**config.mk**
```make
export PLATFORM = sky130hd
export DESIGN_NAME = run_sequencer
export DESIGN_NICKNAME = d
export VERILOG_FILES = /design/src/rtl/run_sequencer.sv
export SDC_FILE = /design/constraint.sdc
export NUM_CORES = 1
export LEC_CHECK = 0
export CORE_ASPECT_RATIO = 0.7
export CORE_MARGIN = 2
export CORE_UTILIZATION = 46
export DETAILED_ROUTE_END_ITERATION = 16
export GPL_TIMING_DRIVEN = 0
export PLACE_DENSITY = 0.82
export SYNTH_ARGS = -nofsm -noshare
export SYNTH_HDL_FRONTEND = slang
export SYNTH_SLANG_ARGS = --single-unit
```
**constraint.sdc**
```tcl
create_clock -name clk -period 2.05 [get_ports clk]
set_input_delay 0.3075 -clock clk [delete_from_list [all_inputs] [get_ports clk]]
set_output_delay 0.3075 -clock clk [all_outputs]
set_load 0.03 [all_outputs]
```
**src/rtl/run_sequencer.sv**
```systemverilog
// rtl/run_sequencer.sv - program launch sequencer: start hold, run timing with timeout, result handshake
module run_sequencer #(
  parameter logic [15:0] TIMEOUT_CYCLES = 16'd4096,
  parameter int unsigned START_HOLD     = 2,
  parameter logic [11:0] PROG0_BASE     = 12'd0,
  parameter logic [11:0] PROG1_BASE     = 12'd256,
  parameter logic [11:0] PROG2_BASE     = 12'd512
) (
  input  logic        clk,
  input  logic        reset,
  input  logic        go,
  input  logic [1:0]  prog_sel,
  input  logic        core_done,
  input  logic        result_ack,
  output logic        core_start,
  output logic [11:0] core_pc_base,
  output logic        busy,
  output logic        result_valid,
  output logic [15:0] cycle_count,
  output logic        timeout,
  output logic        error
);

  typedef enum logic [1:0] {IDLE, START, RUN, REPORT} state_t;

  localparam logic [3:0] HOLD_LAST = 4'(START_HOLD - 1);

  state_t      state;
  logic [3:0]  hold_cnt;
  logic [15:0] count_next;
  logic [11:0] sel_base;

  assign count_next = cycle_count + 16'd1;

  always_comb begin
    sel_base = PROG0_BASE;
    case (prog_sel)
      2'd1:    sel_base = PROG1_BASE;
      2'd2:    sel_base = PROG2_BASE;
      default: sel_base = PROG0_BASE;
    endcase
  end

  always_ff @(posedge clk) begin
    if (reset) begin
      state        <= IDLE;
      hold_cnt     <= 4'd0;
      core_start   <= 1'b0;
      core_pc_base <= 12'd0;
      busy         <= 1'b0;
      result_valid <= 1'b0;
      cycle_count  <= 16'd0;
      timeout      <= 1'b0;
      error        <= 1'b0;
    end else begin
      error <= 1'b0;
      case (state)
        IDLE: begin
          if (go) begin
            if (prog_sel != 2'd3) begin
              state        <= START;
              busy         <= 1'b1;
              core_start   <= 1'b1;
              core_pc_base <= sel_base;
              cycle_count  <= 16'd0;
              timeout      <= 1'b0;
              hold_cnt     <= 4'd0;
            end else begin
              error <= 1'b1;
            end
          end
        end
        START: begin
          // core_done is deliberately not looked at here: it may be stale
          if (hold_cnt == HOLD_LAST) begin
            state      <= RUN;
            core_start <= 1'b0;
          end else begin
            hold_cnt <= hold_cnt + 4'd1;
          end
        end
        RUN: begin
          if (core_done) begin
            state        <= REPORT;
            result_valid <= 1'b1;
          end else begin
            cycle_count <= count_next;
            if (count_next == TIMEOUT_CYCLES) begin
              timeout      <= 1'b1;
              state        <= REPORT;
              result_valid <= 1'b1;
            end
          end
        end
        REPORT: begin
          if (result_ack) begin
            state        <= IDLE;
            busy         <= 1'b0;
            result_valid <= 1'b0;
          end
        end
        default: begin
          state        <= IDLE;
          busy         <= 1'b0;
          core_start   <= 1'b0;
          result_valid <= 1'b0;
        end
      endcase
    end
  end

endmodule

```
### After elaboration in Yosys (flattened, before gate mapping)

Cells that the tools add are included.

* input bits: 7
* word-level logic and storage cells: 73
* register bits: 39

* reductions and logical operators: 14
* bitwise operators: 2
* eq/ne operators: 16
* add/sub/neg operators: 2
* mux-type cells: 30

Operator list (count)
* two-way mux 16 bit: 3
* case mux 16 bit (2 select lines): 1
* case mux 10 bit (2 select lines): 1
* adder 16 x 1 -> 16 bit (second input constant): 1
* == test 16 x 13 -> 1 bit (second input constant): 1
* inequality test 2 bit (second input constant): 8
* AND reduction 4 bit: 4
* two-way mux 2 bit: 6
* two-way mux 4 bit: 3
* two-way mux 1 bit: 10
* AND reduction 5 bit: 2
* case mux 1 bit (2 select lines): 4
* case mux 2 bit (4 select lines): 1
* case mux 4 bit (2 select lines): 1
* nonzero test 2 bit: 4
* == test 2 bit (second input constant): 3
* AND reduction 3 bit: 2
* adder 4 x 1 -> 4 bit (second input constant): 1
* == test 2 x 1 -> 1 bit (second input constant): 2
* == test 4 x 1 -> 1 bit (second input constant): 1
* inequality test 3 bit (second input constant): 1
* OR reduction 3 bit: 1
* zero test 2 bit: 1
* NOT 1 bit: 2

### Longest topological paths before layout

* depth in word-level cells: 5
* gate-level depth with buffers: 10

### Least setup slack after synthesis

OpenSTA, ideal clock, no wires.

* path type: register to register
* start: reg cycle_count[0]
* end: reg state[1]
* slack: -0.261 ns
* library setup time: 0.128 ns
* stages on the path, launching flop included: 10
* period minus slack after synthesis: 2.311 ns
* path buffers: 1
* data arrival time: 2.183 ns
* path through: dfxtp_1 -> ha_1 -> nand3_2 -> buf_2 -> o311a_1 -> a31oi_1 -> nor3_1 -> a21oi_2 -> mux2i_1 -> nor2_1

* word-level cells in the longest chain between the ends: 4

Ends and longest elaborated chain
* start: declaration: RTL line 19 `output logic [15:0] cycle_count,`
* start signal: assignment: RTL line 87 `cycle_count <= count_next;`
* adder 16 x 1 -> 16 bit: RTL line 33 `assign count_next = cycle_count + 16'd1;`
* == test 16 x 13 -> 1 bit: RTL line 88 `if (count_next == TIMEOUT_CYCLES) begin`
* inequality test 3 bit (no line)
* AND reduction 5 bit (no line)
* end signal: assignment: RTL line 84 `state <= REPORT;`
* end signal: assignment: RTL line 90 `state <= REPORT;`
* end signal: assignment: RTL line 97 `state <= IDLE;`
* end: declaration: RTL line 28 `state_t state;`

Every way passes these cells.
A chain may end at the register's enable or synchronous reset.

### Worst setup path in the final report

* start: reg cycle_count[1]
* end: reg result_valid

* word-level cells in the longest chain between the ends: 4

Ends and longest elaborated chain
* adder 16 x 1 -> 16 bit: RTL line 33
* == test 16 x 13 -> 1 bit: RTL line 88
* inequality test 3 bit (no line)
* AND reduction 3 bit (no line)
* end signal: assignment: RTL line 85 `result_valid <= 1'b1;`
* end signal: assignment: RTL line 91 `result_valid <= 1'b1;`
* end signal: assignment: RTL line 99 `result_valid <= 1'b0;`
* end: declaration: RTL line 18 `output logic result_valid,`

Every way passes these cells.

==> reports/results.ini <==
[outcome]
status = completed

[global_route]
first_global_vias = 1732
grt-ovfl-total = 0
grt.total_usage = 0.2183
grt_first_pass_wirelength_um = 7948
antenna_found_initial = 0
grt_max_degree = 11

[min_path]
hold_path_class = flip-flop to flip-flop

[sta]
slew_viol_final = 0
fmax_mhz = 506.8
worstMarginPinSlew_ns = 0.5968
fin_crit_sh = 0.9625
min_period_ns = 1.973
relSlewSlack = 0.6021
hold_viol = 0
whs_ns = 0.4956
setup_violations = 0
setup_tns_ns = 0
worst_slack_ns = 0.07690
finClkSkew_ns = 0.002755

[clock_network]
clock_latency_ns = 0.29
cts_buffer_depth = 2
clock_sinks = 29
tritoncts = built
cts-buffers-inserted = 5
path_clk_slew_ns = 0.06
root_buffer = clkbuf_8
htreeDepth = 2
ctsHoldBuffers = 0

[place]
gp_congestion = 0.8795
dpl.hpwl_um = 3466
portBuffers = 29
pre_cts_slack_ns = -0.5757

[floorplan]
ios = 40
die_area_sq_mm = 0.004739
start_util = 0.4863
core_sq_mm = 0.003970
die_y_um = 58.20
die_w_um = 81.43
rows = 19

[pwr]
seqPwrFrac = 0.312
power_density_mw_per_mm2 = 813.4
vdd_ir_drop_max_v = 0.0005024
p_comb_frac = 0.468
intPower_mw = 1.321
power.switching_mw = 0.8418
clkPwrFrac = 0.220
power.leakage_nw = 1.048
swShare = 0.3892

[detailed_routing]
wl_per_cell_um = 15.01
drt-vias-per-instance = 5.634
drcViolationCount = 0
drt-initial-drc-count = 135
routed_wl_um = 5285
dr_total_vias = 1983
drtPass1Iterations = 5
final_antenna_net_count = 0

[logic_synthesis]
async_flop_share = 0
ys_warn_count = 0
synth_ff_type = dfxtp_1
synth_area_per_cell_sq_um = 7.978
synth-edff-count = 0
yosysUniqueCellTypes = 58
synth-seq-cells = 29
seq_area_frac_synth = 0.3007
syn_inst = 242
synth_area_sq_mm = 0.001931

[finish]
nFillCells = 301
mostFrequentLayoutCells = 29 x clkdlybuf4s50_1, 26 x buf_4, 25 x nor2_1
layout-drive-gt1-share = 0.2633
diodes = 0
area_growth_pct = 37.72
final_common_cell = clkdlybuf4s50_1
final_nets = 315
post-route-util = 0.6697

[critical_path]
critical_path_class = flip-flop to flip-flop
critical_path.endpoint_type = flip-flop
critPathRequiredTime_ns = 2.21
path_max_fanout = 6
worstSetupStartpointType = flip-flop
cp.arrival_ns = 2.13

[job]
maxCapViolCount = 0

final timing paths:
check                        from              end  slack, ns  cells past startpoint
setup / recovery   cycle_count[1]     result_valid       0.08                      8
hold / removal    core_pc_base[9]  core_pc_base[9]       0.50                      2
setup reg to reg   cycle_count[1]     result_valid       0.08                      8
hold reg to reg   core_pc_base[9]  core_pc_base[9]       0.50                      2
cell families after synthesis:
logic type | share of synthesized area
mux | 0.01555
xor+xnor | 0.02722
fa+ha+maj | 0.05185
simple gates | 0.2852
compound gates | 0.2074
other cells | 0.001942
flops | 0.3007
buf+inv | 0.1102
through the flow:
| stage | instances | total power [mW] | instance area [sq um] |
|---|---|---|---|
| 2_1_floorplan | 251 | 1.299 | 1974 |
| 3_3_place_gp | 332 | 1.503 | 2330 |
| 3_5_place_dp | 332 | 1.527 | 2330 |
| 4_1_cts | 341 | 2.065 | 2479 |
| 5_1_grt | 352 | 2.290 | 2659 |
| 6_report | 352 | 2.163 | 2659 |
flip-flops by register name, summed over array words and instances (netlist names):
name	count
hold_cnt	4
cycle_count	16
state	2
timeout	1
core_start	1
core_pc_base	2
error	1
busy	1
result_valid	1
layer usage:
layer,track usage,share of wire,vias up
li1,-,-,963
met1,0.3095,0.47,927
met2,0.3185,0.45,79
met3,0.04517,0.061,14
met4,0.09685,0.019,0
met5,0,0,-
cell usage after synthesis, types with 5 or more instances:
master | instances | area [sq um]
a21o_1 | 5 | 37.54
a21oi_1 | 22 | 110.1
buf_4 | 12 | 90.09
dfxtp_1 | 29 | 580.6
ha_1 | 8 | 100.1
inv_1 | 9 | 33.78
nand2_1 | 14 | 52.55
nand3_1 | 7 | 35.03
nand4_1 | 7 | 43.79
nor2_1 | 27 | 101.4
nor3_1 | 15 | 75.07
o21a_1 | 5 | 37.54
o21ai_0 | 12 | 60.06
critical path: stages, from the launching register on:
cell and delay, ns:
dfxtp_4 0.39, ha_4 0.17, nand3_4 0.09, buf_6 0.15, o311a_1 0.30, a31oi_2 0.21, nor3_2 0.09, a211oi_1 0.35
o41ai_2 0.09
timing repair:
item | in CTS | in global routing
cloned | 0 | 1
endpoints found under the setup margin | 20 | 14
buffers inserted | 2 | 11
pin swaps | 2 | 9
gates resized for setup | 11 | 31
final cells by class:
type	count	area, sq um	share of cell area
Timing Repair Buffer	43	390.4	0.1468
Multi-Input combinational cell	189	1304	0.4904
Inverter	9	33.78	0.01271
Sequential cell	29	598.1	0.2249
Buffer	23	181.4	0.06824
Clock buffer	7	86.33	0.03247
Tap cell	52	65.06	0.02447
power by group through the flow:
stage               clock, mW  combinational, mW  sequential, mW
finish                  0.475               1.01           0.675
global route            0.514               1.09           0.682
CTS                     0.482              0.912           0.671
detailed placement          0              0.846           0.681
global placement            0              0.825           0.678
floorplan                   0              0.563           0.736
(Power assumes the default switching activity.)
